### src/rtl/pma_rx_descrambler.sv
// rtl/pma_rx_descrambler.sv - 100BASE-TX receive descrambler with idle-run lock and hold timer
// Trains the x^11+x^9+1 key from scrambled idle, then free-runs it while LOCKED.
module pma_rx_descrambler #(
    parameter int LOCK_IDLE   = 25,
    parameter int HOLD_IDLE   = 60,
    parameter int HOLD_CYCLES = 90250,
    localparam int TW         = $clog2(HOLD_CYCLES + 1)
) (
    input  logic       clk,
    input  logic       rst_n,
    input  logic       signal_detect,
    input  logic [1:0] bits,
    input  logic [1:0] bits_valid,
    output logic [1:0] data,
    output logic [1:0] data_valid,
    output logic       locked
);

    typedef enum logic {UNLOCKED, LOCKED} state_t;

    localparam logic [TW-1:0] HOLD_RELOAD = TW'(HOLD_CYCLES);
    localparam logic [5:0]    LOCK_RUN    = 6'(LOCK_IDLE);
    localparam logic [5:0]    HOLD_RUN    = 6'(HOLD_IDLE);

    state_t        state;
    logic [10:0]   lfsr;
    logic [5:0]    run;
    logic [TW-1:0] timer;

    logic          free_run;
    logic          k1, k2, p1, p2, fb1, fb2;
    logic [10:0]   lfsr1, lfsr2, lfsr_next;
    logic [5:0]    run1, run2, run_next;
    logic          lock_entry, reload, plain_out;
    logic [1:0]    data_next;

    function automatic logic [5:0] run_step(input logic [5:0] r, input logic p);
        if (!p) begin
            return 6'd0;
        end
        return (r == 6'd63) ? r : r + 6'd1;
    endfunction

    always_comb begin
        // Key is only trusted (self-clocked) while locked with the PMD reporting signal.
        free_run = (state == LOCKED) && signal_detect;

        k1    = lfsr[10] ^ lfsr[8];
        p1    = bits[1] ^ k1;
        fb1   = free_run ? k1 : ~bits[1];
        lfsr1 = {lfsr[9:0], fb1};

        k2    = lfsr1[10] ^ lfsr1[8];
        p2    = bits[0] ^ k2;
        fb2   = free_run ? k2 : ~bits[0];
        lfsr2 = {lfsr1[9:0], fb2};

        run1 = run_step(run, p1);
        run2 = run_step(run1, p2);

        case (bits_valid)
            2'd1: begin
                lfsr_next = lfsr1;
                run_next  = run1;
            end
            2'd2: begin
                lfsr_next = lfsr2;
                run_next  = run2;
            end
            default: begin
                lfsr_next = lfsr;
                run_next  = run;
            end
        endcase

        lock_entry = (state == UNLOCKED) && signal_detect && (run_next >= LOCK_RUN);
        reload     = (state == LOCKED) && signal_detect && (run_next >= HOLD_RUN);
        plain_out  = (state == LOCKED) || lock_entry;

        // Unused and invalid positions read as idle so the PCS never sees false carrier.
        data_next = 2'b11;
        if (plain_out) begin
            if (bits_valid != 2'd0) begin
                data_next[1] = p1;
            end
            if (bits_valid == 2'd2) begin
                data_next[0] = p2;
            end
        end
    end

    always_ff @(posedge clk or negedge rst_n) begin
        if (!rst_n) begin
            state      <= UNLOCKED;
            lfsr       <= 11'h7FF;
            run        <= 6'd0;
            timer      <= HOLD_RELOAD;
            data       <= 2'b11;
            data_valid <= 2'd0;
            locked     <= 1'b0;
        end else begin
            lfsr       <= lfsr_next;
            data       <= data_next;
            data_valid <= bits_valid;
            if (!signal_detect) begin
                state  <= UNLOCKED;
                run    <= 6'd0;
                timer  <= HOLD_RELOAD;
                locked <= 1'b0;
            end else if (state == UNLOCKED) begin
                run <= run_next;
                if (lock_entry) begin
                    state  <= LOCKED;
                    timer  <= HOLD_RELOAD;
                    locked <= 1'b1;
                end
            end else if (reload) begin
                run   <= run_next;
                timer <= HOLD_RELOAD;
            end else if (timer == '0) begin
                state  <= UNLOCKED;
                run    <= 6'd0;
                locked <= 1'b0;
            end else begin
                run   <= run_next;
                timer <= timer - TW'(1);
            end
        end
    end

endmodule

### config.mk
export PLATFORM = sky130hd
export DESIGN_NAME = pma_rx_descrambler
export DESIGN_NICKNAME = d
export VERILOG_FILES = /design/src/rtl/pma_rx_descrambler.sv
export SDC_FILE = /design/constraint.sdc
export NUM_CORES = 1
export LEC_CHECK = 0
export CORE_ASPECT_RATIO = 1.1
export CORE_MARGIN = 3
export CORE_UTILIZATION = 45
export CTS_CLUSTER_SIZE = 40
export DETAILED_ROUTE_END_ITERATION = 10
export PLACE_DENSITY_LB_ADDON = 0.1
export SYNTH_ARGS = -nofsm -noshare
export SYNTH_HDL_FRONTEND = slang
export SYNTH_SLANG_ARGS = --single-unit
### constraint.sdc
create_clock -name clk -period 3.35 [get_ports clk]
set_input_delay 0.67 -clock clk [delete_from_list [all_inputs] [get_ports clk]]
set_output_delay 0.67 -clock clk [all_outputs]
set_load 0.01 [all_outputs]
==> metrics list, run 1 <==
- Element type at the critical path start: flip-flop
- STA classifies the critical path endpoint as a flip-flop.
* Std-Cell Rows: 29
- After detailed routing, the total wire length is 7.04 mm.
- Counting the fill cells in the layout gives 552.
- Total power consumption of the routed design: 0.00145 W
- Maximum clock frequency: 306 MHz
- Synth-to-Final Area Change: 24.9%
- CTS Buf Count: 5
- Cts hold-fix bufs: 0
- Level count of the clock H-tree: 2
- Outcome: finished, final reports clean
- After detailed routing, the number of remaining DRC violations is 0.
- Largest voltage drop on the vdd net: 0.000278 V
- DR iter-0 viols: 218
- First-pass GRT wire length: 11.4 mm
- The worst register-to-register path begins at lfsr[8].
* IO Count: 12
- Pwr/cell area: 415 nW/um^2
* Routed length per instance: 16.0 microns
- Data on the critical path arrives at its endpoint at 3.45 ns.
- The number of antenna diodes in the final layout is 0.
* Share of layout cells above drive strength 1: 29.5%
- The final count of pins violating max slew was 0.
- The mapped netlist covers 2800 sq um.
* Share of the synthesized area in the top cell type: 18.8%
- For the worst setup path, the data required time is 3.53 ns.
- Yosys top cell by area: dfrtp_1
* Overall via count from detail_route: 2,607
- Counting stages on the worst path, the most repeated cell is a21oi_2.
* Antenna violations before repair: 0
* Starting density of the core: 47.6%
- Crit path max fanout: 5
- Largest net degree at the start of global routing: 41
- Async set-reset flop share out of synthesis: 100%
- Vias in the first global route: 2,490
- The floorplan step defined a die boundary enclosing 7200 sq um.
- Warning count from the yosys run: 0
- Horizontal extent of the die: 81.2 microns
- Yosys attributes the largest share of cell area to dfrtp_1 19%, dfstp_2 18%, nor2_1 5.1%, a21oi_1 4.7%, mux2i_1 4.7%.
- TNS Setup: 0 ns
* Aggregate global-route resource usage: 20.2%
- Post-route clock period utilization: 97.4%
- Clock-pin slew was measured on the worst setup and hold paths at 0.09 ns.
- Post-Synthesis Cells: 317
- Detailed placement ended at an HPWL of 4.87 mm.
- Part of the Yosys area used for sequential elements: 36.6%
- Largest buffer count on any clock path: 2
* Gpl congestion: 0.925
- Worst min path class: primary input to asynchronous set/reset pin
* Number of failing hold endpoints at the final stage: 0
* Setup crit start: lfsr[8]
- For this run the aggregate overflow at the end of global routing stands at 0.
- The slowest stage of the critical path is the dfstp_2 cell.
- Drt via density: 5.93
- The critical path is of the flip-flop to flip-flop type.
- The critical path goes through xnor3_1, a21oi_2, ha_2, nand3_2, a21o_1, a21oi_2, a21oi_1, o41a_1, o311ai_4, buf_6, nor3_2, a211o_1.
- Max-cap violations in this run came to 0.
- Measured along the y axis, the die boundary spans 88.7 microns.
- Smallest hold slack: 0.493 ns
- Setup repair after global routing could not meet its margin everywhere.
* Least-Margin Pin Slew: 0.901 ns
- Setup Viol. Count Final: 0
- Among all flip-flop cells after synthesis, the most frequent one is dfrtp_1.
- Number of nets at the end of the flow: 375
* Leakage power total: 1.43 nW
- Largest stage delay on the critical path: 0.58 ns
- TritonCTS built the clock tree.
- The count of buffers added on input and output ports is 11.
* Root buffer cell: clkbuf_8
- Core utilization of the finished layout: 59.4%
* #FFs+latches synth: 40
- Relative slew slack: 39.9%
- The synthesized design contains 0 enable-type register cells.
* Clock tree sinks: 40
* Distinct cell type count of the synthesized netlist: 69
- Detailed-router iteration count before antenna repair: 4
* Total core area: 5880 sq um
* Number of nets in the synthesized netlist: 330
- Insertion delay of the later-clocked pin in the worst-skew pair: 0.30 ns
- After layout, the minimum clock period comes to 3.26 ns.
- Antenna violation net count after detailed routing: 0
- Clock Skew: 0.00831 ns
- In this run the mean area of a mapped cell was 8.82 sq um.
==> stage by stage <==
stage,setup slack (ns),instances,cell area (sq um)
after floorplan,0.0542,317,2800
after global placement,-0.460,422,3180
after detailed placement,-0.542,422,3180
after CTS,0.0109,435,3370
after global routing,-0.0730,440,3490
final,0.0858,440,3490
==> worst paths after layout <==
check | slack (ns) | depth (start not counted) | endpoint
worst max-delay path | 0.09 | 12 | timer[12]
worst min-delay path | 0.49 | 1 | data_valid[0]
worst max register to register | 0.09 | 12 | timer[12]
worst min register to register | 0.50 | 2 | timer[1]
max in group asynchronous | 2.28 | 1 | timer[2]
min in group clk | 0.50 | 2 | timer[1]
==> layout by cell type (no fill, tap or decap), types with 3 or more instances in the layout <==
| master | n |
|---|---|
| buf_4 | 43 |
| nor2_1 | 35 |
| a21oi_1 | 25 |
| dfrtp_1 | 21 |
| nand2_1 | 20 |
| dfstp_2 | 19 |
| mux2i_1 | 13 |
| inv_1 | 10 |
| nor3_1 | 10 |
| o21ai_0 | 9 |
| clkdlybuf4s50_1 | 9 |
| a21o_1 | 7 |
| o22ai_1 | 7 |
| nand3_1 | 6 |
| or3_1 | 5 |
| o31ai_1 | 5 |
| a31oi_1 | 5 |
| clkbuf_8 | 5 |
| nor2_2 | 4 |
| and2_1 | 4 |
| nand4_1 | 4 |
| nor4_1 | 4 |
| nor3_2 | 4 |
| ha_1 | 4 |
| buf_6 | 4 |
| o21ai_1 | 3 |
| and3_1 | 3 |
| nand2b_1 | 3 |
| a211o_1 | 3 |
| a221o_1 | 3 |
==> worst max-delay path: cells and delay by family (launching register included) <==
family                   cells  cell delay, ns
XOR/XNOR                     1            0.35
buffers and inverters        1            0.19
adder cells (fa/ha/maj)      1            0.23
flip-flops                   1            0.58
AND/OR/NAND/NOR              2            0.13
AO/OA/AOI/OAI                7            1.67
==> report_power, final <==
part / internal, W / switching (W)
Combinational: 0.000218 / 0.000212
Clock: 0.000225 / 0.000187
Sequential: 0.000560 / 0.0000469
==> what timing repair did <==
item                       CTS  global route
resized for setup           10            22
setup buffers                4             5
gates cloned                 1             0
setup endpoints to repair   26            27
pin swaps                    6             6
==> registers in the layout (all words and copies together), names as in the netlist <==
name,flops
data,2
data_valid,2
lfsr,11
locked,1
run,6
state,1
timer,17
==> cell usage after synthesis (2+ instances only) <==
cell type,number
a211o_1,3
a211oi_1,2
a21o_1,7
a21oi_1,26
a221o_1,3
a22oi_1,2
a31oi_1,7
and2_1,4
and3_1,3
buf_1,2
buf_2,9
buf_4,2
clkbuf_1,6
dfrtp_1,21
dfstp_2,19
ha_1,6
inv_1,10
mux2_2,2
mux2i_1,13
nand2_1,20
nand2b_1,3
nand3_1,8
nand4_1,4
nor2_1,38
nor2_2,2
nor2b_1,2
nor3_1,14
nor3b_1,2
nor4_1,5
o21a_1,2
o21ai_0,10
o21ai_1,2
o221ai_1,2
o22a_1,2
o22ai_1,7
o2bb2ai_1,2
o31ai_1,6
or3_1,6
or4_1,2
xor2_1,2
==> area by class of cell <==
| type | instances | area (sq um) | area share (%) |
|---|---|---|---|
| Inverter | 10 | 37.5 | 1.07 |
| Sequential cell | 40 | 1020 | 29.3 |
| Tap cell | 77 | 96.3 | 2.76 |
| Clock inverter | 3 | 45.0 | 1.29 |
| Multi-Input combinational cell | 247 | 1750 | 50.2 |
| Clock buffer | 5 | 68.8 | 1.97 |
| Timing Repair Buffer | 58 | 468 | 13.4 |
==> cells by family after synthesis <==
group	after synthesis	synth area share (%)
adder cells (fa/ha/maj)	6	2.68
multiplexers	15	5.46
XOR/XNOR	6	3.49
flip-flops	40	36.6
AO/OA/AOI/OAI	98	24.8
buffers and inverters	30	4.97
AND/OR/NAND/NOR	122	21.9
==> metal layers <==
layer | track usage [%] | share of wire [%] | vias up
met5 | 0 | 0 | -
met4 | 6.14 | 1.1 | 0
met3 | 4.07 | 5.6 | 9
met2 | 35.0 | 50 | 68
met1 | 25.4 | 44 | 1248
li1 | - | - | 1282
(Power assumes the default switching activity.)
==> run 2: changes to the inputs <==
--- a/config.mk
+++ b/config.mk
@@ -6,10 +6,11 @@
 export NUM_CORES = 1
 export LEC_CHECK = 0
 export CORE_ASPECT_RATIO = 1.1
-export CORE_MARGIN = 3
+export CORE_MARGIN = 2
 export CORE_UTILIZATION = 45
 export CTS_CLUSTER_SIZE = 40
 export DETAILED_ROUTE_END_ITERATION = 10
+export DONT_BUFFER_PORTS = 1
 export PLACE_DENSITY_LB_ADDON = 0.1
 export SYNTH_ARGS = -nofsm -noshare
 export SYNTH_HDL_FRONTEND = slang
==> run 2 against run 1 <==
  * Core utilization fell by 5.1 points
  * Cell count fell by 5.0%
  * Power fell by 0.42%
  * Critical path type unchanged
==> metrics list, run 2 (same netlist as run 1, synthesis figures left out) <==
- The clock transition at the register clock pins on the worst setup and hold paths after CTS was 0.09 ns (about the same).
- TritonCTS built the clock tree.
* Origin of the critical flop-to-flop path: lfsr[8]
- Data arrival time of the critical path: 3.50 ns (+0.05 ns)
- The overall via count from detail_route was 2,495 (-4.3%).
* Maximum clock frequency: 302 MHz (-1.4%)
- The final count of pins violating max slew came to 0 (unchanged).
- STA classifies the critical path endpoint as a flip-flop.
- The site row count is 30 (+3.4%).
- Setup repair after global routing could not meet its margin everywhere.
* Vias in the first global route: 2,299 (-7.7%)
* Setup Viol. Count Final: 0 (unchanged)
- The number of max-cap violations came to 0 (unchanged).
* Relative slew slack: 60.1% (+20 points)
- The maximum buffer depth of the clock tree is 2 (unchanged).
- The minimum setup slack among reg-to-reg paths came to 0.04 ns (-0.05 ns).
- The worst setup path is launched from a flip-flop.
- Worst min path class: primary input to asynchronous set/reset pin
- CTS Buf Count: 5 (unchanged)
* Pwr/cell area: 437 nW/um^2 (+5.3%)
- The final hold violation count came to 0 (unchanged).
- R2R Path End: timer[15]
- The number of hold buffers added after CTS is 0 (unchanged).
- Crit Path Class: flip-flop to flip-flop
* Setup crit start: lfsr[8]
- Worst path required time: 3.53 ns (about the same)
- Worst r2r path cells: 13 (+1)
- The post-place setup slack was 0.00211 ns (+0.544 ns).
- Largest register FFs: 17 (unchanged)
- The worst clock skew came to 0.0101 ns (+0.00178 ns).
- Horizontal extent of the die: 79.2 microns (-2.5%)
* Storage cell area: 1020 sq um (unchanged)
- The count of nets left with antenna violations after detail routing was 0 (unchanged).
- Placed instance count: 405 (-4.0%)
- The final weighted congestion in routability-driven placement is 0.909 (-1.7%).
- Number of nets at the end of the flow: 350 (-6.7%)
- Antenna violations before repair: 0 (unchanged)
- Outcome: finished, final reports clean
- The number of vias per cell after detailed routing is 5.97 (+0.74%).
- IO Count: 12 (unchanged)
* Register ranked first by flip-flop count: timer
- The wire length of the first global-routing pass came to 11.1 mm (-2.5%).
- Detailed-router iteration count before antenna repair: 4 (unchanged)
- Largest voltage drop on the vdd net: 0.000231 V (-17%)
* Leading cell type in the layout, fill and taps excluded: nor2_1
- The area growth from synthesis to layout is 18.1%.
- Filler Cell Count: 575 (+4.2%)
- The clock period minus worst slack came to 3.31 ns (+0.0476 ns).
* Post-route clock period utilization: 98.9% (+1.4 points)
- Leaving out fill and tap cells, the most frequent cells in the layout are 36 x nor2_1, 29 x buf_4, 25 x a21oi_1, 21 x dfrtp_1, 20 x nand2_1.
- Total core area: 6080 sq um (+3.4%)
- Remaining global-route overflow: 0 (unchanged)
- Top flop regs: timer (17), lfsr (11), run (6)
- Smallest hold slack: 0.0539 ns (-0.439 ns)
- Level count of the clock H-tree: 2 (unchanged)
- Starting density of the core: 46.0% (-1.6 points)
* Insertion delay of the later-clocked pin in the worst-skew pair: 0.30 ns (about the same)
* Area of the die: 6860 sq um (-4.7%)
- The total power of the final layout is 0.00144 W (-0.42%).
- DRC viols: 0 (unchanged)
- The critical path ends at timer[15].
- Crit path max fanout: 7 (+2)
- The die height was 86.7 microns (-2.3%).
- The total routing resource utilization after global routing was 20.4% (+0.16 points).
- The TritonCTS sink count was 40 (unchanged).
* Port Buffers: 0 (-11)
- The pin count of the biggest net entering global routing is 41 (unchanged).
- Routed length per instance: 15.8 microns (-1.2%)
- The filler-free cell count of the finished design came to 418 (-5.0%).
- Area of combinational cells with multiple inputs: 1740 sq um (-0.57%)
* Post-DP HPWL: 4.66 mm (-4.5%)
- The worst setup margin was 0.0382 ns (-0.0476 ns).
- The number of antenna repair diodes came to 0 (unchanged).
- The setup TNS was 0 ns (unchanged).
- The leakage power total came to 1.35 nW (-6.1%).
* Least-Margin Pin Slew: 0.590 ns (-0.311 ns)
* DR iter-0 viols: 210 (-3.7%)
- Root buffer cell: clkbuf_8
- The wire length reported by the detailed router was 6.61 mm (-6.1%).
- The fraction of layout cells with a size suffix above 1 is 26.6% (-2.8 points).
run 2: changes by cell type in the layout (fill, tap and decap cells not counted), sizes merged:
cell	previous run	this run
clkdlybuf4s50	9	0
clkbuf	5	6
buf	49	32
run 2: per-layer routing:
metal / GRT usage, % / wire length, microns
met2: 32.7 / 3100
met3: 3.54 / 321
met4: 5.96 / 92
met5: 0 / 0
met1: 28.4 / 3090
run 2: where the power goes:
part	switching, W	total [W]	internal [W]
registers	0.0000438	0.000603	0.000560
clock network	0.000188	0.000413	0.000225
logic	0.000215	0.000427	0.000213
run 2: final cells by class:
type / count / area share, %
Multi-Input combinational cell: 247 / 52.7
Sequential cell: 40 / 31.0
Timing Repair Buffer: 33 / 8.64
Tap cell: 80 / 3.03
Clock buffer: 5 / 2.08
Clock inverter: 3 / 1.36
Inverter: 10 / 1.14
run 2: what timing repair did:
item                                    CTS  global route
cloned                                    0             1
pin swaps                                 1            11
buffers inserted                          0             4
resized for setup                         2            21
endpoints found under the setup margin    2            26
hold endpoints to repair                  0             0
run 2: how the worst min path moves through the flow:
stage,start,end,slack (ns),cells past startpoint
after floorplan,rst_n,data_valid[0],0.37,0
after global placement,rst_n,data_valid[0],0.38,0
after detailed placement,rst_n,data_valid[0],0.38,0
after CTS,rst_n,timer[8],0.04,0
after global routing,rst_n,timer[9],0.03,0
final,rst_n,data_valid[0],0.05,0
run 2: critical path: stages, from the launching register on:
cell and delay (ns):
dfstp_2 0.58, xnor3_1 0.34, a21oi_2 0.17, ha_4 0.18, nand3_2 0.07, a21o_1 0.18
a21oi_2 0.16, a21oi_1 0.08, o41a_1 0.51, o311ai_4 0.32, buf_6 0.17, buf_6 0.13
nor2_2 0.04, a221o_1 0.26
run 2: metrics by stage:
| stage | area, sq um | utilization [%] |
|---|---|---|
| floorplan | 2800 | - |
| global placement | 3020 | 49.7 |
| detailed placement | 3020 | 49.7 |
| CTS | 3150 | 51.7 |
| global route | 3300 | 54.3 |
| finish | 3300 | 54.3 |
==> run 3: changes to the inputs <==
--- a/config.mk
+++ b/config.mk
@@ -6,11 +6,12 @@
 export NUM_CORES = 1
 export LEC_CHECK = 0
 export CORE_ASPECT_RATIO = 1.1
-export CORE_MARGIN = 2
+export CORE_MARGIN = 4
 export CORE_UTILIZATION = 45
 export CTS_CLUSTER_SIZE = 40
 export DETAILED_ROUTE_END_ITERATION = 10
 export DONT_BUFFER_PORTS = 1
+export GPL_ROUTABILITY_DRIVEN = 1
 export PLACE_DENSITY_LB_ADDON = 0.1
 export SYNTH_ARGS = -nofsm -noshare
 export SYNTH_HDL_FRONTEND = slang
==> run 3 against run 2 <==
  * Cell area rose by 2.3%
  * Sequential power about the same
  * Routed wire length grew 4.6%
  * Worst hold slack improved by 0.0037 ns
  * Die area is 9.9% higher
==> metrics list, run 3 (same netlist as run 1, synthesis figures left out) <==
- Outcome: finished, final reports clean
* Largest register FFs: 17 (unchanged)
- Post-DP HPWL: 4.79 mm (+2.8%)
- DRC viols: 0 (unchanged)
- In this run the clock root is driven by a clkbuf_8.
- The total routing resource utilization after global routing was 18.4% (-2.0 points).
* Clock tree sinks: 40 (unchanged)
* Relative slew slack: 38.3% (-22 points)
* RSZ-0062 raised after global routing: yes
- The number of placed instances with taps included is 406 (+0.25%).
* Top flop regs: timer (17), lfsr (11), run (6)
- Origin of the critical flop-to-flop path: lfsr[10]
- The instance area after placement was 3050 sq um (+0.87%).
- Critical-path cell with the highest stage delay: dfstp_2
- Setup crit start: lfsr[10]
- The maximum buffer depth of the clock tree is 2 (unchanged).
* Vias in the first global route: 2,462 (+7.1%)
* Crit Path Class: flip-flop to flip-flop
- TritonCTS built the clock tree.
- The overall die area was 7540 sq um (+9.9%).
- Number of nets at the end of the flow: 357 (+2.0%)
- The fill cell instance count of the final layout was 513 (-11%).
- Largest net degree at the start of global routing: 41 (unchanged)
- The number of max-cap violations came to 0 (unchanged).
- Nature of the critical path endpoint: flip-flop
- The top cell types in the final layout, fill and taps aside, are 36 x nor2_1, 35 x buf_4, 23 x a21oi_1, 21 x dfrtp_1, 20 x nand2_1.
- Die Y: 90.7 microns (+4.6%)
- The maximum fanout along the worst path is 4 (-3).
* Min cycle time layout: 3.29 ns (-0.0204 ns)
* Slew Viols, Final: 0 (unchanged)
* Register ranked first by flip-flop count: timer
* Starting density of the core: 47.3% (+1.3 points)
- DRT Wirelength: 6.91 mm (+4.6%)
- IO Count: 12 (unchanged)
* TNS Setup: 0 ns (unchanged)
- Clock Skew: 0.00821 ns (-0.00188 ns)
- Leading cell type in the layout, fill and taps excluded: nor2_1
- Worst path required time: 3.53 ns (about the same)
- Layout Cells excl Fill: 422 (+0.96%)
- The number of hold buffers added after CTS came to 0 (unchanged).
* Detailed-router iteration count before antenna repair: 4 (unchanged)
- Worst min path class: primary input to asynchronous set/reset pin
- R2R Path End: timer[15]
- Final design instance area without fill: 3380 sq um (+2.3%)
- STA classifies the critical path startpoint as a flip-flop.
- Largest stage delay on the critical path: 0.56 ns (-0.02 ns)
- Drt via density: 5.95 (-0.31%)
- Remaining global-route overflow: 0 (unchanged)
- The final setup violation count is 0 (unchanged).
- The highest attainable clock frequency came to 304 MHz (+0.62%).
- Storage cell area: 1020 sq um (unchanged)
- Antenna violations before repair: 0 (unchanged)
- First-pass GRT wire length: 11.5 mm (+3.6%)
- Number of failing hold endpoints at the final stage: 0 (unchanged)
- The leakage power total was 1.38 nW (+2.5%).
- The horizontal die dimension was 83.2 microns (+5.1%).
* Gpl congestion: 0.891 (-2.1%)
* Most frequent cell on the critical path: a21oi_2
- Largest voltage drop on the vdd net: 0.000224 V (-2.9%)
* Termination of the worst setup path: timer[15]
* Post-route clock period utilization: 98.3% (-0.61 points)
- Worst r2r path cells: 12 (-1)
- The clock transition at the register clock pins on the worst setup and hold paths after CTS was 0.09 ns (about the same).
* Synth-to-Final Area Change: 20.8%
- The critical path arrival came to 3.47 ns (-0.03 ns).
* Cell chain of the critical path: xnor3_1, a21oi_2, ha_4, nand3_4, a21o_1, a21oi_2, a21oi_2, o41a_1, o311ai_4, buf_6, nor2_4, a221o_1
- The transition at the pin with the smallest max-transition slack is 0.919 ns (+0.329 ns).
* Level count of the clock H-tree: 2 (unchanged)
- The area of combinational cells with multiple inputs came to 1790 sq um (+2.7%).
- The logic depth of the worst path, buffers included came to 12 (-1).
* Total core area: 5910 sq um (-2.7%)
- The overall via count from detail_route is 2,511 (+0.64%).
* Pwr/cell area: 427 nW/um^2 (-2.3%)
- The count of nets left with antenna violations after detail routing came to 0 (unchanged).
- Routed length per instance: 16.4 microns (+3.7%)
* Worst Path Buf+Inv: 1 (-1)
- The source-to-sink clock delay at the later pin of the worst-skew pair was 0.30 ns (about the same).
- The number of antenna repair diodes was 0 (unchanged).
- CTS Buf Count: 5 (unchanged)
- The fraction of layout cells with a size suffix above 1 came to 28.4% (+1.8 points).
* Std-Cell Rows: 29 (-3.3%)
* Port Buffers: 0 (unchanged)
- The cell family contributing the most delay on the critical path is compound AO/OA/AOI/OAI gates.
- Reg2Reg Setup Slack: 0.06 ns (+0.02 ns)
- The initial DRC count is 124 (-41%).
## run 3: cell types whose count changed in the layout (fill, tap and decap cells not counted), sizes merged
cell,previous run,this run
bufinv,1,0
buf,32,40
## run 3: through the flow
stage	setup slack [ns]	hold WS (ns)	power, W	util [%]
finish	0.0586	0.0576	0.00144	57.1
floorplan	0.0542	0.374	0.000864	-
global route	-0.0599	0.0349	0.00152	57.1
global placement	-0.0145	0.376	0.000997	51.6
CTS	0.00393	0.0420	0.00141	55.2
detailed placement	-0.0888	0.376	0.000996	51.6
## run 3: final cells by class
cell class | instances | share of cell area (%)
sequential | 40 | 30.3
inverter | 10 | 1.11
tap | 77 | 2.85
timing repair buffer | 40 | 9.52
multi-input combinational | 247 | 53.0
clock inverter | 2 | 0.444
clock buffer | 6 | 2.78
## run 3: report_power, final
group          total (W)  internal [W]  leakage (nW)  switching, W
sequential      0.000605      0.000560         0.489     0.0000455
combinational   0.000449      0.000233         0.834      0.000216
clock           0.000387      0.000195        0.0573      0.000192
total            0.00144      0.000988          1.38      0.000454
## run 3: what timing repair did
action,4_1_cts,5_1_grt
cloned,1,0
setup buffers,6,1
resized for setup,10,24
pin swaps,5,9
endpoints found under the setup margin,13,27
## run 3: layer usage
metal	global-route usage (%)	vias up	part of all wire, %
li1	-	1236	-
met1	23.6	1207	45
met2	30.3	58	49
met3	4.11	10	4.8
met4	6.68	0	0.98
met5	0	-	0
## run 3: worst min-delay path by stage
stage | from | to | slack, ns | cells past startpoint
2_1_floorplan | rst_n | data_valid[0] | 0.37 | 0
3_3_place_gp | rst_n | run[0] | 0.38 | 0
3_5_place_dp | rst_n | data_valid[0] | 0.38 | 0
4_1_cts | rst_n | timer[8] | 0.04 | 0
5_1_grt | rst_n | timer[8] | 0.03 | 0
6_report | rst_n | data_valid[0] | 0.06 | 0
